### config.mk
export PLATFORM = sky130hd
export DESIGN_NAME = sort_input_loader
export DESIGN_NICKNAME = d
export VERILOG_FILES = /design/src/rtl/sort_pkg.sv /design/src/rtl/sort_input_loader.sv
export SDC_FILE = /design/constraint.sdc
export NUM_CORES = 1
export LEC_CHECK = 0
export BUFFER_PORTS_ARGS = -buffer_cell sky130_fd_sc_hd__buf_4
export CORE_MARGIN = 5
export CORE_UTILIZATION = 44
export DETAILED_ROUTE_END_ITERATION = 10
export PLACE_DENSITY_LB_ADDON = 0.15
export SETUP_SLACK_MARGIN = 0.1
export SLEW_MARGIN = 10
export SYNTH_ARGS = -nofsm -noshare
export SYNTH_HDL_FRONTEND = slang
export SYNTH_SLANG_ARGS = --single-unit
### constraint.sdc
create_clock -name clk -period 5.1 [get_ports clk]
set_input_delay 1.275 -clock clk [delete_from_list [all_inputs] [get_ports clk]]
set_output_delay 1.275 -clock clk [all_outputs]
set_load 0.02 [all_outputs]
### src/rtl/sort_pkg.sv
// rtl/sort_pkg.sv - shared types and pad-value helper for the sort pipeline stages
package sort_pkg;

   typedef enum logic [1:0] {
      ST_LOAD  = 2'd0,
      ST_START = 2'd1,
      ST_WAIT  = 2'd2
   } sort_state_e;

   localparam int PAD_MAX_W = 256;

   // Pad slots sort to the end of an ascending batch; callers truncate to their width.
   function automatic logic [PAD_MAX_W-1:0] pad_word();
      return '1;
   endfunction

endpackage

### src/rtl/sort_input_loader.sv
// rtl/sort_input_loader.sv - serial-to-parallel batch loader feeding the sorter
// Optional watchdog on the sortdone wait: SORT_LOADER_TIMEOUT_EN.
module sort_input_loader
   import sort_pkg::*;
#(
   parameter int INPUTVALS      = 16,
   parameter int INPUTBITWIDTHS = 32,
   parameter int TIMEOUT_CYCLES = 1024
) (
   input  logic                                     clk,
   input  logic                                     reset,
   input  logic                                     in_valid,
   input  logic [INPUTBITWIDTHS-1:0]                in_data,
   output logic                                     in_ready,
   input  logic                                     flush,
   output logic                                     sortstart,
   output logic [INPUTVALS-1:0][INPUTBITWIDTHS-1:0] needs_sorting,
   output logic [$clog2(INPUTVALS):0]               valid_count,
   input  logic                                     sortdone,
   output logic                                     error
);

   localparam int IDXW = $clog2(INPUTVALS);
   localparam int CW   = IDXW + 1;
   localparam logic [INPUTBITWIDTHS-1:0] PAD_VALUE = INPUTBITWIDTHS'(pad_word());

   if (INPUTVALS < 2 || TIMEOUT_CYCLES < 1 || INPUTBITWIDTHS > PAD_MAX_W) begin : g_cfg_check
      $error("sort_input_loader: illegal parameter set");
   end

   sort_state_e                             state_q, state_d;
   logic [IDXW-1:0]                         wr_idx_q, wr_idx_d;
   logic [INPUTVALS-1:0][INPUTBITWIDTHS-1:0] slots_q, slots_d;
   logic [CW-1:0]                           count_q, count_d;
   logic                                    error_q, error_d;
   logic [CW-1:0]                           count_now;
   logic                                    beat;
   logic                                    tmo_expired;

`ifdef SORT_LOADER_TIMEOUT_EN
   localparam int TW = $clog2(TIMEOUT_CYCLES + 1);
   logic [TW-1:0] tmo_q, tmo_d;

   always_comb begin
      tmo_d = '0;
      if (state_q == ST_WAIT) begin
         tmo_d = tmo_q + 1'b1;
      end
   end

   always_ff @(posedge clk) begin
      if (!reset) begin
         tmo_q <= '0;
      end else begin
         tmo_q <= tmo_d;
      end
   end

   assign tmo_expired = (state_q == ST_WAIT) && (tmo_q == TW'(TIMEOUT_CYCLES - 1));
`else
   assign tmo_expired = 1'b0;
`endif

   always_ff @(posedge clk) begin
      if (!reset) begin
         state_q  <= ST_LOAD;
         wr_idx_q <= '0;
         slots_q  <= '0;
         count_q  <= '0;
         error_q  <= 1'b0;
      end else begin
         state_q  <= state_d;
         wr_idx_q <= wr_idx_d;
         slots_q  <= slots_d;
         count_q  <= count_d;
         error_q  <= error_d;
      end
   end

   assign beat      = in_valid & in_ready;
   assign count_now = CW'(wr_idx_q) + CW'(beat);

   always_comb begin
      state_d  = state_q;
      wr_idx_d = wr_idx_q;
      slots_d  = slots_q;
      count_d  = count_q;
      error_d  = error_q;
      case (state_q)
         ST_LOAD: begin
            if (beat) begin
               slots_d[wr_idx_q] = in_data;
               wr_idx_d          = wr_idx_q + 1'b1;
            end
            if (beat && (wr_idx_q == IDXW'(INPUTVALS - 1))) begin
               count_d  = CW'(INPUTVALS);
               wr_idx_d = '0;
               state_d  = ST_START;
            end else if (flush && (count_now != '0)) begin
               // Same-cycle beat is already in slots_d; only slots past it get padded.
               for (int i = 0; i < INPUTVALS; i++) begin
                  if (CW'(i) >= count_now) begin
                     slots_d[i] = PAD_VALUE;
                  end
               end
               count_d  = count_now;
               wr_idx_d = '0;
               state_d  = ST_START;
            end
         end
         ST_START: begin
            state_d = ST_WAIT;
         end
         ST_WAIT: begin
            if (sortdone) begin
               state_d = ST_LOAD;
            end else if (tmo_expired) begin
               error_d = 1'b1;
               state_d = ST_LOAD;
            end
         end
         default: begin
            error_d  = 1'b1;
            wr_idx_d = '0;
            state_d  = ST_LOAD;
         end
      endcase
   end

   always_comb begin
      in_ready  = (state_q == ST_LOAD);
      sortstart = (state_q == ST_START);
   end

   assign needs_sorting = slots_q;
   assign valid_count   = count_q;
   assign error         = error_q;

endmodule
==> Word-level counts from Yosys, hierarchy flattened <==
Index checks and enable logic that the tools add are counted.
{ "word_totals": {"regBits": 524, "input_bits": 37, "out_inout_bits": 520, "elab_cells": 91} }
{ "classes": {"add_sub_neg": 2, "magnitude_cmp": 18, "eq_ne": 6, "muxes": 32, "bitwise": 2, "reduce_logical": 11} }
{ "ops": {"columns": ["cell", "n"], "rows": [
  ["$mux 512", 3],
  ["$mux 32", 17],
  ["$bwmux 512", 1],
  ["$demux 32 s4", 1],
  ["$ge 4x5->1 const A", 8],
  ["$ge 3x5->1 const A", 4],
  ["$mux 4", 3],
  ["$ge 1x5->1 const A", 2],
  ["$ge 2x5->1 const A", 2],
  ["$mux 5", 2],
  ["$pmux 4 s2", 1],
  ["$mux 2", 3],
  ["$pmux 2 s3", 1],
  ["$reduce_and 2->1", 3],
  ["$add 4x1->5", 1],
  ["$lt 4x5->1 const B", 1],
  ["$reduce_bool 5->1", 1],
  ["$add 4x1->4 const B", 1],
  ["$eq 4x4->1 const B", 1],
  ["$ge 4x1->1 const B", 1],
  ["$ne 4x1->1 const B", 1],
  ["$logic_and 1x1->1", 3],
  ["$ne 3x1->1 const B", 1],
  ["$reduce_or 3->1", 1],
  ["other kinds (8)", 8]
]} }

==> Longest topological paths before layout <==
Gate-level depths: netlist of run 1.
{ "logic_depth": {"ltp_word": 9, "mapped_depth": 13, "ltp_nobuf": 9} }

==> Least setup slack after synthesis of run 1 <==
Ideal clock, no wire load.
{ "synth_timing": {"kind": "input-to-reg", "from": "input in_valid", "to": "register slots_q (netlist bit needs_sorting[268])", "setup_ns": 0.119, "t_arrival_ns": 3.143, "required_time_ns": 4.981, "setup_slack_ns": 1.838, "path_stages": 9, "path_buffers": 2, "path_cell_list": "and2_1 -> ha_1 -> buf_2 -> inv_2 -> o211a_1 -> o311ai_1 -> nand3_1 -> clkbuf_1 -> o221a_2"} }
{ "synth_via": {"elab_chain_cells": 6, "word_cells_on_any_way": 10, "classes_between": "add/sub (1); order compare (1); mux (4); bitwise (1); reduce/logical (3)"} }
{ "synth_rtl": {"columns": ["item", "line", "rtl"], "rows": [
  ["start, declared", "sort_input_loader.sv:12", "input logic in_valid,"],
  ["$and 1x1->1 (*)", "sort_input_loader.sv:80", "assign beat = in_valid & in_ready;"],
  ["$add 4x1->5", "sort_input_loader.sv:81", "assign count_now = CW'(wr_idx_q) + CW'(beat);"],
  ["$ge 4x5->1 or $reduce_bool 5->1 (tied branches)", "sort_input_loader.sv:102, sort_input_loader.sv:99", null],
  ["$mux 32 or $logic_and 1x1->1 (tied branches)", "sort_input_loader.sv:102, sort_input_loader.sv:99", null],
  ["$mux 512", "sort_input_loader.sv:99", "end else if (flush && (count_now != '0)) begin"],
  ["$mux 512 (*)", "sort_input_loader.sv:95", "if (beat && (wr_idx_q == IDXW'(INPUTVALS - 1))) begin"],
  ["end signal, assigned", "sort_input_loader.sv:74", "slots_q <= slots_d;"],
  ["end, declared", "sort_input_loader.sv:33", "logic [INPUTVALS-1:0][INPUTBITWIDTHS-1:0] slots_q, slots_d;"]
]} }
Every way passes the cells marked *; elsewhere a longest branch is shown, timed or not.
A chain may end at the register's enable or synchronous reset.

==> Final worst setup path of run 1 <==
{ "layout_timing": {"from": "input in_valid", "to": "register slots_q (netlist bit needs_sorting[34])"} }
{ "layout_via": {"elab_chain_cells": 6, "word_cells_on_any_way": 10, "classes_between": "add/sub (1); order compare (1); mux (4); bitwise (1); reduce/logical (3)"} }
{ "layout_rtl": {"columns": ["item", "line"], "rows": [
  ["$and 1x1->1 (*)", "sort_input_loader.sv:80"],
  ["$add 4x1->5", "sort_input_loader.sv:81"],
  ["$ge 1x5->1 or $reduce_bool 5->1 (tied branches)", "sort_input_loader.sv:102, sort_input_loader.sv:99"],
  ["$mux 32 or $logic_and 1x1->1 (tied branches)", "sort_input_loader.sv:102, sort_input_loader.sv:99"],
  ["$mux 512", "sort_input_loader.sv:99"],
  ["$mux 512 (*)", "sort_input_loader.sv:95"]
]} }
Marked as above.

==> impl_metrics.json, run 1 <==
{
  "outcome": "finished clean",
  "ys_ff_latch": 524,
  "netlist_area_um2": 19770,
  "n_antenna_cell": 0,
  "dieWidth_um": 222.0,
  "synth_enable_flop_cells": 0,
  "synth.largest_area_cell": "dfxtp_1",
  "period_minus_slack_ns": 3.746,
  "ctsHoldBuffers": 0,
  "ir_worst_vdd_mv": 0.4929,
  "grt.total_usage": 0.2952,
  "grt_max_degree": 255,
  "cts.clk_slew.worst_paths_ns": 0.06,
  "clkPwrFrac": 0.201,
  "grt_pass1_wl_mm": 114.4,
  "htreeDepth": 2,
  "fill_cells": 3861,
  "p_seq_frac": 0.354,
  "rows": 77,
  "max_freq_mhz": 267.0,
  "worstSkewPairLatency_ns": 0.59,
  "synth_top_family_by_area": "compound AO/OA/AOI/OAI gates",
  "skew_ns": 0.01316,
  "finalWirelength_mm": 77.54,
  "cts.sinks": 524,
  "synth.top_cells.by_area": "dfxtp_1, o221a_2, nor2_1, clkbuf_1, o22a_1",
  "finalWorstSetupSlack_ns": 1.354,
  "syn_inst": 1936,
  "period_share": 0.7344,
  "rsz0062_at_grt": "no",
  "antenna_found_initial": 0,
  "dpl.cell_count": 2882,
  "cts_buffer_depth": 3,
  "relSlewSlack": 0.1744,
  "core_um2": 44320,
  "power.total_mw": 19.09,
  "synth_xor_area_frac": 0.001329,
  "synth.mux.area_fraction": 0.0005063,
  "critical_path_class": "in2reg",
  "slew_violations": 0,
  "async_reset_ff_frac": 0,
  "final_cells": 2976,
  "postRouteAntennaNets": 0,
  "maxCapViolCount": 0,
  "synth_compound_area_frac": 0.3005,
  "portBuffers": 556,
  "synth_top_cell_area_share": 0.5306,
  "cts-root-buf": "clkbuf_16",
  "via_per_inst": 6.008,
  "synth_commonest_cells": "dfxtp_1, o221a_2, nor2_1",
  "cts_setup_buffers": 0,
  "dp_worst_setup_slack_ns": 0.7929,
  "pin_count": 557,
  "synth.most_common_cell": "dfxtp_1",
  "die_area_um2": 49270,
  "combinationalPowerShare": 0.445,
  "synth_warnings": 0,
  "synthAdderAreaFrac": 0.006962,
  "finalSetupViolCount": 0,
  "worstPathMaxFanout": 32,
  "hold_path.class": "reg2reg",
  "drtIter0Drc": 1907,
  "synthFlopType": "dfxtp_1",
  "multiInputGateArea_um2": 8243,
  "synth_cell_type_count": 67,
  "finalHoldViolations": 0,
  "power.density_nw_per_um2": 742.4,
  "syn_avg_cell_area_um2": 10.21,
  "p_leak_nw": 11.02,
  "remaining_drc_errors": 0,
  "dpl_cell_area_um2": 24010,
  "wl_per_cell_um": 26.06,
  "intPower_mw": 11.54,
  "p_sw_mw": 7.546,
  "p_sw_frac": 0.3953,
  "dieHeight_um": 222.0,
  "ys_seq_area_frac": 0.5306,
  "worstPathRequired_ns": 5.62,
  "post-route-util": 0.5802,
  "area_growth_pct": 30.06,
  "place_congestion": 0.9127,
  "routed-via-count": 17880,
  "layout-drive-gt1-share": 0.3939,
  "cp-start-kind": "input port",
  "gr-total-overflow": 0,
  "hold-worst-slack_ns": 0.4564,
  "nNetsFinal": 2393,
  "synth_simple_gate_area_frac": 0.1033,
  "register_area_um2": 10490,
  "grt_pass1_vias": 17120,
  "syn_nets": 1984,
  "post_cts_resized": 0,
  "worst_setup_path_end_kind": "register",
  "initial_utilization": 0.4461,
  "cts_tree": "yes",
  "cts_buffers": 53,
  "dr.pass1.iters": 6,
  "worstPathArrival_ns": 4.26,
  "dp_hpwl_mm": 51.59,
  "fin_tns_setup_ns": 0,
  "fin_area_um2": 25710,
  "tightest_slew_ns": 1.238
}
## path summary, 6_finish.rpt
path | startpoint | end | slack [ns] | cells past startpoint
worst max-delay path | in_valid | needs_sorting[34] | 1.35 | 8
worst min-delay path | needs_sorting[21] | needs_sorting[21] | 0.46 | 2
worst max register to register | state_q[0] | needs_sorting[34] | 1.51 | 9
worst min register to register | needs_sorting[21] | needs_sorting[21] | 0.46 | 2
## cell type report
cell class | instances | area share
Clock buffer | 80 | 0.06029
Clock inverter | 14 | 0.005937
Inverter | 9 | 0.001314
Multi-Input combinational cell | 1160 | 0.3206
Sequential cell | 524 | 0.4080
Tap cell | 592 | 0.02881
Timing Repair Buffer | 597 | 0.1751
## cells in the final DEF, fill, tap and decap left out, types with 17 or more instances in the layout
master,instances
dfxtp_1,524
a2bb2oi_1,32
clkbuf_16,55
a21oi_1,103
nor2_1,166
o221a_2,241
buf_4,595
a32oi_1,36
clkbuf_1,17
a21boi_0,27
o22a_1,64
nand2_1,113
and2_1,42
o31ai_1,32
nand3_1,75
o21ai_0,89
## logic make-up (layout without fill, tap and decap cells)
family / Yosys count / count (layout)
AO/OA/AOI/OAI: 700 / 700
XOR/XNOR: 3 / 3
adder cells (fa/ha/maj): 11 / 11
buffers and inverters: 252 / 700
flip-flops: 524 / 524
multiplexers: 1 / 1
AND/OR/NAND/NOR: 445 / 445
## per-layer routing
metal  vias to the layer above  routed length [µm]  track usage
met5                         -                   0            0
met4                         0                2661       0.1016
met3                       136                7130      0.07851
met2                       856               36110       0.4759
met1                      8822               31640       0.3859
li1                       8067                   -            -
## power groups by stage
stage                     Sequential, mW  Combinational [mW]  Clock, mW
after floorplan                     8.54                2.90          0
after global placement              6.74                8.41          0
after detailed placement            6.80                8.52          0
after CTS                           6.74                8.53       3.89
after global routing                6.93                8.96       4.04
final                               6.76                8.49       3.84
## critical path: stages
cell and delay, ns:
buf_4 0.12, and2_1 0.20, ha_1 0.51, o21ai_0 0.29, o21a_4 0.35, or3_4 0.42, o21ai_4 0.75, o221a_2 0.35
## registers in the layout, indices dropped and copies added, names as in the netlist
| signal | count |
|---|---|
| wr_idx_q | 4 |
| error | 1 |
| needs_sorting | 512 |
| valid_count | 5 |
| state_q | 2 |
Note: power is estimated with default switching activity, not from simulation.
==> inputs of run 2 (changes only) <==
- ABC_AREA: unset -> 1
- clock period: 5.1 -> 3.9 ns (I/O delays scaled with it)
==> impl_metrics.json, run 2 <==
{
  "die_area_um2": 57120,
  "slew_violations": 0,
  "post_cts_resized": 0,
  "skew_ns": 0.02039,
  "core_um2": 52240,
  "pin_count": 557,
  "p_seq_frac": 0.313,
  "cts-root-buf": "clkbuf_16",
  "hold-worst-slack_ns": 0.4635,
  "grt_max_degree": 206,
  "whs_endpoint": "needs_sorting[375]",
  "finalWirelength_mm": 94.98,
  "max_freq_mhz": 305.8,
  "dp_hpwl_mm": 60.58,
  "synth.most_common_cell": "nand2_1",
  "synth_cell_type_count": 24,
  "dp_worst_setup_slack_ns": 0.6637,
  "rsz0062_at_grt": "no",
  "ctsHoldBuffers": 0,
  "slowest_delay_ns": 0.71,
  "grt_pass1_vias": 21020,
  "period_minus_slack_ns": 3.270,
  "power.density_nw_per_um2": 1048,
  "final_cell_mix": "nand2_1, buf_4, dfxtp_1",
  "synthFlopType": "dfxtp_1",
  "cpMostUsedCell": "buf_4",
  "period_share": 0.8384,
  "outcome": "finished clean",
  "htreeDepth": 2,
  "p_sw_mw": 13.98,
  "routed-via-count": 24080,
  "largest_reg_flops": 512,
  "cts_tree": "yes",
  "hold_path.class": "reg2reg",
  "finalWorstSetupSlack_ns": 0.6303,
  "relSlewSlack": 0.2466,
  "ff2ff_setup_slack_ns": 1.03,
  "cts_buffer_depth": 3,
  "synth.largest_area_cell": "dfxtp_1",
  "fin_tns_setup_ns": 0,
  "syn_nets": 3438,
  "combinationalPowerShare": 0.521,
  "clkPwrFrac": 0.166,
  "min_from": "needs_sorting[375]",
  "worstSkewPairLatency_ns": 0.62,
  "whs_path_depth": 2,
  "critical_path_class": "reg2out",
  "rows": 84,
  "synth.top_cells.by_area": "dfxtp_1, nand2_1, a21oi_1, o21ai_0, nor2_1",
  "wl_per_cell_um": 21.25,
  "gr-total-overflow": 0,
  "finalSetupViolCount": 0,
  "synth_commonest_cells": "nand2_1, dfxtp_1, a21oi_1",
  "initial_utilization": 0.4417,
  "ir_worst_vdd_mv": 0.7012,
  "finalHoldViolations": 0,
  "fill_cells": 5153,
  "power.total_mw": 30.52,
  "crit_family": "buffers and inverters",
  "cts.clk_slew.worst_paths_ns": 0.06,
  "cp_cell_sequence": "inv_1, ha_4, buf_4, buf_4",
  "area_growth_pct": 26.26,
  "async_reset_ff_frac": 0,
  "syn_inst": 3390,
  "synth_warnings": 0,
  "p_sw_frac": 0.4580,
  "critPathBufInv": 3,
  "synth_top_cell_area_share": 0.4546,
  "ys_ff_latch": 524,
  "intPower_mw": 16.54,
  "tightest_slew_ns": 1.129,
  "synth_enable_flop_cells": 0,
  "worstPathRequired_ns": 2.92,
  "nNetsFinal": 3795,
  "antenna_found_initial": 0,
  "ys_seq_area_frac": 0.4546,
  "grt.total_usage": 0.3116,
  "place_congestion": 0.8694,
  "worst_setup_path_end_kind": "output port",
  "worstPathArrival_ns": 2.29,
  "cts.sinks": 524,
  "worstPathMaxFanout": 95,
  "dieHeight_um": 239.0,
  "r2r_cells": 15,
  "layout-drive-gt1-share": 0.1870,
  "cp-start-kind": "register",
  "remaining_drc_errors": 0,
  "cts_buffers": 56,
  "critPathSlowestCell": "buf_4",
  "dr.pass1.iters": 5,
  "p_leak_nw": 13.42,
  "via_per_inst": 5.387,
  "cts_setup_buffers": 0,
  "n_antenna_cell": 0,
  "maxCapViolCount": 0,
  "rr_endpoint": "needs_sorting[348]",
  "netlist_area_um2": 23070,
  "postRouteAntennaNets": 0,
  "syn_avg_cell_area_um2": 6.806,
  "drtIter0Drc": 2690,
  "r2r_start": "state_q[0]",
  "portBuffers": 556,
  "final_common_cell": "nand2_1",
  "dieWidth_um": 239.0,
  "grt_pass1_wl_mm": 138.3
}
==> run 2: changes by cell type after synthesis, moves of 93 or more <==
cell      change
a21oi_1     +387
nor2_1      +122
a211oi_1    +128
o21ai_0     +138
clkbuf_1     +93
nand2_1    +1092
o221a_2     -241
==> run 2: area by class of cell <==
type	count	area (µm²)	area share
inverter	72	280.3	0.009621
sequential	524	10490	0.3601
multi-input combinational	2482	11160	0.3831
clock buffer	86	1615	0.05545
tap	688	860.8	0.02955
timing repair buffer	611	4662	0.1600
clock inverter	6	62.56	0.002147
==> run 2: how the worst max path moves through the flow <==
stage / to / startpoint / slack, ns / cells past startpoint
2_1_floorplan: needs_sorting[193] / in_valid / 1.17 / 14
3_3_place_gp: needs_sorting[340] / in_valid / 0.69 / 14
3_5_place_dp: needs_sorting[348] / in_valid / 0.66 / 14
4_1_cts: in_ready / state_q[0] / 0.62 / 4
5_1_grt: in_ready / state_q[0] / 0.51 / 4
6_report: in_ready / state_q[0] / 0.63 / 4
==> run 2: power by group through the flow <==
stage | clock (mW) | combinational [mW] | sequential, mW
final | 5.08 | 15.9 | 9.55
after global routing | 5.33 | 17.4 | 9.80
after CTS | 5.13 | 15.9 | 9.50
after detailed placement | 0 | 15.9 | 9.57
after global placement | 0 | 15.8 | 9.56
after floorplan | 0 | 7.17 | 12.0
==> run 2: logic make-up (layout without fill, tap and decap cells) <==
family / Yosys count / in the layout / synth area share
buffers and inverters: 384 / 775 / 0.06372
xor gates and xnor gates: 2 / 2 / 0.0007593
and+or+nand+nor: 1557 / 1557 / 0.2573
adders and majority gates: 11 / 11 / 0.005965
DFF: 524 / 524 / 0.4546
AOI/OAI and AO/OA: 912 / 912 / 0.2177
==> run 2: per-layer routing <==
layer | GRT usage | wire length, µm
met1 | 0.4162 | 39030
met2 | 0.4938 | 43180
met3 | 0.07176 | 8518
met4 | 0.1190 | 4252
met5 | 0 | 0
==> run 2: worst min-delay path, cell delays in order, from the launching register on <==
cell	delay (ns)
dfxtp_1	0.31
nand2_1	0.06
a21oi_1	0.05
==> run 2: per-stage QoR <==
step           utilization  cells  instance area, µm²
3_5_place_dp        0.5256   4377               27450
2_1_floorplan            -   3390               23070
5_1_grt             0.5577   4469               29130
3_3_place_gp        0.5256   4377               27450
6_report            0.5577   4469               29130
4_1_cts             0.5577   4469               29130
